===== src/rtl/traffic_conflict_monitor.sv =====
// Watches the NS/EW signal-head aspects and latches the first safety violation it sees.
// A latched fault commands an all-red flash until it is cleared or reset.
module traffic_conflict_monitor #(
    parameter int MIN_GREEN  = 40,
    parameter int MIN_YELLOW = 8,
    parameter int MAX_PHASE  = 200
) (
    input  logic        clk,
    input  logic        reset,
    input  logic [2:0]  ns_light,
    input  logic [2:0]  ew_light,
    input  logic        clear_fault,
    output logic        fault,
    output logic [2:0]  fault_code,
    output logic        flash_red,
    output logic [15:0] cycle_cnt
);

    localparam logic [2:0] RED = 3'b100;
    localparam logic [2:0] YEL = 3'b010;
    localparam logic [2:0] GRN = 3'b001;

    typedef enum logic [1:0] {
        ARMING  = 2'd0,
        MONITOR = 2'd1,
        FAULT   = 2'd2
    } state_t;

    state_t      state_reg, state_next;
    logic [2:0]  cur [2];
    logic [2:0]  prev_reg [2];
    logic [2:0]  prev_next [2];
    logic [15:0] dwell_reg [2];
    logic [15:0] dwell_next [2];
    logic [15:0] dwell_inc [2];
    logic [1:0]  valid_reg, valid_next;
    logic [15:0] wd_reg, wd_next, wd_inc;
    logic [15:0] cycle_reg, cycle_next;
    logic        fault_reg, fault_next;
    logic [2:0]  code_reg, code_next, viol_code;
    logic [1:0]  onehot, changed, trans_ok, yel_short, grn_short;
    logic        wd_expired, ns_r2g;

    assign cur[0] = ns_light;
    assign cur[1] = ew_light;

    // Index 0 is north-south, index 1 is east-west.
    generate
        for (genvar gi = 0; gi < 2; gi++) begin : g_dir
            assign onehot[gi]    = (cur[gi] == RED) || (cur[gi] == YEL) || (cur[gi] == GRN);
            assign changed[gi]   = (cur[gi] != prev_reg[gi]);
            assign trans_ok[gi]  = !changed[gi]
                                || ((prev_reg[gi] == GRN) && (cur[gi] == YEL))
                                || ((prev_reg[gi] == YEL) && (cur[gi] == RED))
                                || ((prev_reg[gi] == RED) && (cur[gi] == GRN));
            // dwell_reg still holds the length of the phase that is ending.
            assign yel_short[gi] = valid_reg[gi] && (prev_reg[gi] == YEL) && (cur[gi] == RED)
                                && (dwell_reg[gi] < 16'(MIN_YELLOW));
            assign grn_short[gi] = valid_reg[gi] && (prev_reg[gi] == GRN) && (cur[gi] == YEL)
                                && (dwell_reg[gi] < 16'(MIN_GREEN));
            assign dwell_inc[gi] = changed[gi] ? 16'd1
                                 : ((dwell_reg[gi] == 16'hFFFF) ? dwell_reg[gi] : dwell_reg[gi] + 16'd1);
        end
    endgenerate

    assign wd_inc     = (|changed) ? 16'd1 : ((wd_reg == 16'hFFFF) ? wd_reg : wd_reg + 16'd1);
    assign wd_expired = (wd_inc >= 16'(MAX_PHASE));
    assign ns_r2g     = (prev_reg[0] == RED) && (cur[0] == GRN);

    // Lowest-numbered cause wins when several rules fire on the same sample.
    always_comb begin
        viol_code = 3'd0;
        if (!(&onehot))
            viol_code = 3'd1;
        else if ((cur[0] != RED) && (cur[1] != RED))
            viol_code = 3'd2;
        else if (!(&trans_ok))
            viol_code = 3'd3;
        else if (|yel_short)
            viol_code = 3'd4;
        else if (|grn_short)
            viol_code = 3'd5;
        else if (wd_expired)
            viol_code = 3'd6;
    end

    always_comb begin
        state_next = state_reg;
        prev_next  = prev_reg;
        dwell_next = dwell_reg;
        valid_next = valid_reg;
        wd_next    = wd_reg;
        cycle_next = cycle_reg;
        fault_next = fault_reg;
        code_next  = code_reg;
        case (state_reg)
            ARMING: begin
                if (&onehot) begin
                    state_next = MONITOR;
                    prev_next  = cur;
                    valid_next = 2'b00;
                    wd_next    = 16'd1;
                    for (int i = 0; i < 2; i++)
                        dwell_next[i] = 16'd1;
                end
            end
            MONITOR: begin
                if (viol_code != 3'd0) begin
                    state_next = FAULT;
                    fault_next = 1'b1;
                    code_next  = viol_code;
                end else begin
                    prev_next  = cur;
                    dwell_next = dwell_inc;
                    valid_next = valid_reg | changed;
                    wd_next    = wd_inc;
                    if (ns_r2g)
                        cycle_next = cycle_reg + 16'd1;
                end
            end
            FAULT: begin
                if (clear_fault) begin
                    state_next = ARMING;
                    fault_next = 1'b0;
                    code_next  = 3'd0;
                end
            end
            default: state_next = ARMING;
        endcase
    end

    always_ff @(posedge clk or posedge reset) begin
        if (reset) begin
            state_reg <= ARMING;
            valid_reg <= 2'b00;
            wd_reg    <= 16'd0;
            cycle_reg <= 16'd0;
            fault_reg <= 1'b0;
            code_reg  <= 3'd0;
            for (int i = 0; i < 2; i++) begin
                prev_reg[i]  <= 3'b000;
                dwell_reg[i] <= 16'd0;
            end
        end else begin
            state_reg <= state_next;
            prev_reg  <= prev_next;
            dwell_reg <= dwell_next;
            valid_reg <= valid_next;
            wd_reg    <= wd_next;
            cycle_reg <= cycle_next;
            fault_reg <= fault_next;
            code_reg  <= code_next;
        end
    end

    assign fault      = fault_reg;
    assign flash_red  = fault_reg;
    assign fault_code = code_reg;
    assign cycle_cnt  = cycle_reg;

endmodule


===== config.mk =====
export PLATFORM = sky130hd
export DESIGN_NAME = traffic_conflict_monitor
export DESIGN_NICKNAME = d
export VERILOG_FILES = /design/src/rtl/traffic_conflict_monitor.sv
export SDC_FILE = /design/constraint.sdc
export NUM_CORES = 1
export LEC_CHECK = 0
export ABC_CLOCK_PERIOD_IN_PS = 2500
export CELL_PAD_IN_SITES_DETAIL_PLACEMENT = 0
export CELL_PAD_IN_SITES_GLOBAL_PLACEMENT = 1
export CORE_ASPECT_RATIO = 0.7
export CORE_MARGIN = 2
export CORE_UTILIZATION = 42
export DETAILED_ROUTE_END_ITERATION = 10
export PLACE_DENSITY_LB_ADDON = 0.1
export SYNTH_ARGS = -nofsm -noshare
export SYNTH_HDL_FRONTEND = slang
export SYNTH_SLANG_ARGS = --single-unit

===== constraint.sdc =====
create_clock -name clk -period 2.5 [get_ports clk]
set_input_delay 0.5 -clock clk [delete_from_list [all_inputs] [get_ports clk]]
set_output_delay 0.5 -clock clk [all_outputs]
set_load 0.05 [all_outputs]

==> flow_summary.yaml <==
outcome:
  status: "complete, but fails checks"
  failed_checks: "negative setup slack"
sta:
  fin_worst_skew_ns: 0.00671
  setup_slack_ns: -0.260
  hold_viol: 0
  finalSetupViolCount: 72
  min_period_ns: 2.76
  slew_violations: 0
  relSlewSlack: 0.661
  whs_ns: 0.463
  max_freq_mhz: 362
  grt_setup_unrepaired: "true"
  min_period_over_period: 1.10
  worst_pin_slew_ns: 0.507
  final.setup.tns_ns: -11.20
worst_setup_path:
  setup.worst_path.end_class: "flip-flop"
  regToRegStartpoint: "wd_reg[1]"
  regToRegSetupSlack_ns: -0.26
  path_class: "reg2reg"
  regToRegEndpoint: "prev_reg[3]"
  cp.required_ns: 2.73
  worstPathMaxFanout: 6
  arrival_ns: 2.99
  critPathLaunchType: "flip-flop"
  ff2ff_path_depth: 12
logic_synthesis:
  ys_ff_latch: 78
  synth-async-reset-ratio: 1.00
  synth_edf_count: 0
  synth-xor-area-share: 0.0465
  synth_fa_ha_area_frac: 0.0107
  synth_nets: 525
  synth_ff_type: "dfrtp_1"
  avgSynthCellArea_um2: 9.13
  synthCells: 512
  synth_mux_area_frac: 0.0284
  netlist_area_um2: 4680
  synth_top_family_by_area: "simple AND/OR/NAND/NOR gates"
  synth_cell_types: 65
  ys_seq_area_frac: 0.417
  synth_compound_area_frac: 0.171
  synth-simple-area-share: 0.291
  yosys_warnings: 0
clock_tree:
  clock_latency_ns: 0.35
  clockBufferDepth: 2
  htreeDepth: 3
  clock_sinks: 78
  cts_tree: "yes"
  cts_root_buf: "clkbuf_16"
  ctsHoldBuffers: 0
  tritoncts.num_buffers: 9
  path_clk_slew_ns: 0.06
drt:
  route.detailed.drc: 0
  vias_per_cell: 5.64
  drtAntennaViolNets: 0
  first_pass_iters: 5
  wl_per_cell_um: 17.5
  wl_mm: 14.4
  drtIter0Drc: 297
  vias: 4641
floorplan:
  die-area_um2: 12000
  pin_count: 30
  start_util: 0.428
  die_h_um: 92.3
  rows: 32
  core_um2: 10900
  die_x_um: 130
grt:
  grt_pass1_wl_mm: 22.7
  grt_max_degree: 79
  grt-ovfl-total: 0
  antenna_found_initial: 0
  grt_pass1_vias: 4412
  grt_use_total: 0.242
placement:
  io_buffers: 29
  gp_routability_congestion: 0.875
  pre_cts_ws_ns: -0.971
  hpwlAfterDp_mm: 9.32
cells_and_area:
  fin_util: 0.660
  area_delta_synth_final_pct: 54.4
  antenna_cells: 0
  largest_reg_flops: 32
  fillerInstances: 887
  nets: 678
  drive_gt1_frac: 0.419
power:
  max-vdd-ir-drop_uv: 355
  p_total_w: 0.00382
  p_leak_nw: 3.13
  power_density_nw_per_um2: 529
worst_hold_path:
  hold_class: "reg2reg"
  worstHoldEndpoint: "cycle_cnt[15]"
  holdCritStartpoint: "cycle_cnt[15]"
  min_path_cells: 1
run:
  drv_cap: 0
[metal layers]
layer | part of all wire | global-route usage | vias up
met3 | 0.038 | 0.0462 | 14
met5 | 0 | 0 | -
met2 | 0.46 | 0.360 | 109
met4 | 0.012 | 0.0600 | 0
li1 | - | - | 2220
met1 | 0.49 | 0.361 | 2298
[repair_timing]
| item | in CTS | in global routing |
|---|---|---|
| endpoints found under the setup margin | 78 | 78 |
| gates cloned | 2 | 1 |
| setup buffers | 17 | 16 |
| pin swaps | 45 | 43 |
| resized for setup | 120 | 79 |
[worst max path at each step]
| stage | startpoint | end | slack, ns | cells past startpoint |
|---|---|---|---|---|
| final | wd_reg[1] | prev_reg[3] | -0.26 | 12 |
| after global routing | wd_reg[1] | prev_reg[1] | -0.38 | 12 |
| after CTS | prev_reg[5] | wd_reg[5] | -0.29 | 11 |
| after detailed placement | ew_light[2] | dwell_reg[29] | -0.97 | 8 |
| after global placement | ew_light[2] | dwell_reg[29] | -0.90 | 8 |
| after floorplan | ew_light[1] | dwell_reg[18] | -0.27 | 10 |
[per-stage QoR]
step / instance area (µm²) / std cells
2_1_floorplan: 4800 / 512
3_3_place_gp: 5960 / 775
3_5_place_dp: 5960 / 775
4_1_cts: 6770 / 809
5_1_grt: 7220 / 823
6_report: 7220 / 823
[cells by family (layout without fill, tap and decap cells)]
| group | Yosys count | after routing |
|---|---|---|
| AO/OA/AOI/OAI | 124 | 124 |
| AND/OR/NAND/NOR | 238 | 238 |
| XOR/XNOR | 24 | 24 |
| adder cells (fa/ha/maj) | 4 | 4 |
| flip-flops | 78 | 78 |
| multiplexers | 12 | 12 |
| buffers and inverters | 32 | 190 |
[area by class of cell]
| type | count | area (µm²) | share of cell area |
|---|---|---|---|
| sequential | 78 | 1960 | 0.271 |
| inverter | 7 | 30.0 | 0.00416 |
| multi-input combinational | 402 | 3240 | 0.449 |
| timing repair buffer | 167 | 1490 | 0.206 |
| clock buffer | 11 | 253 | 0.0350 |
| tap | 153 | 191 | 0.0265 |
| clock inverter | 5 | 57.6 | 0.00797 |
[synthesized netlist by cell type, drive strengths merged, types with 3 or more instances]
master,number,area share
dfrtp,78,0.42
o21ai,42,0.045
nand2,41,0.033
nor2,38,0.030
nand3,37,0.041
a21oi,26,0.028
and3,18,0.024
xor2,15,0.030
buf,14,0.020
and2,13,0.017
nand4,13,0.017
nor3,13,0.017
a31oi,12,0.016
o31ai,12,0.019
clkbuf,11,0.0088
nor4,11,0.015
mux2,10,0.024
nand2b,9,0.012
xnor2,9,0.017
a22o,7,0.013
inv,7,0.0056
or4,7,0.011
and4,5,0.0094
o41ai,5,0.013
or2,5,0.0067
or3,5,0.0067
ha,4,0.011
nor4b,4,0.014
nor4bb,4,0.0086
nand3b,3,0.0048
nand4bb,3,0.0072
nor3b,3,0.0048
o21a,3,0.0048
[placed cells by master (no fill, tap or decap), types with 9 or more instances in the layout]
cell             count
clkbuf_16           10
xnor2_1              9
o21ai_0             14
nand3_1             32
nand2_1             37
nand2b_1             9
o21ai_1             16
xor2_1               9
and3_1              17
dfrtp_1             72
a21oi_1             14
o21ai_2             11
buf_6               23
clkdlybuf4s50_1     23
nor2_1              32
a31oi_1              9
a21oi_2             11
buf_4              106
nand4_1             13
[report_power, final]
part | internal, W | switching, W
registers | 0.00134 | 0.000147
logic | 0.000488 | 0.000477
clock network | 0.000826 | 0.000541
[critical path: stages, from the launching register on]
cell	delay, ns
dfrtp_1	0.40
ha_4	0.17
buf_6	0.10
nand3_4	0.07
buf_6	0.12
or3_1	0.30
o211a_1	0.16
nor4b_4	0.37
nor4b_4	0.11
a21boi_4	0.28
inv_4	0.11
buf_12	0.16
mux2_4	0.29
(Power assumes the default switching activity.)
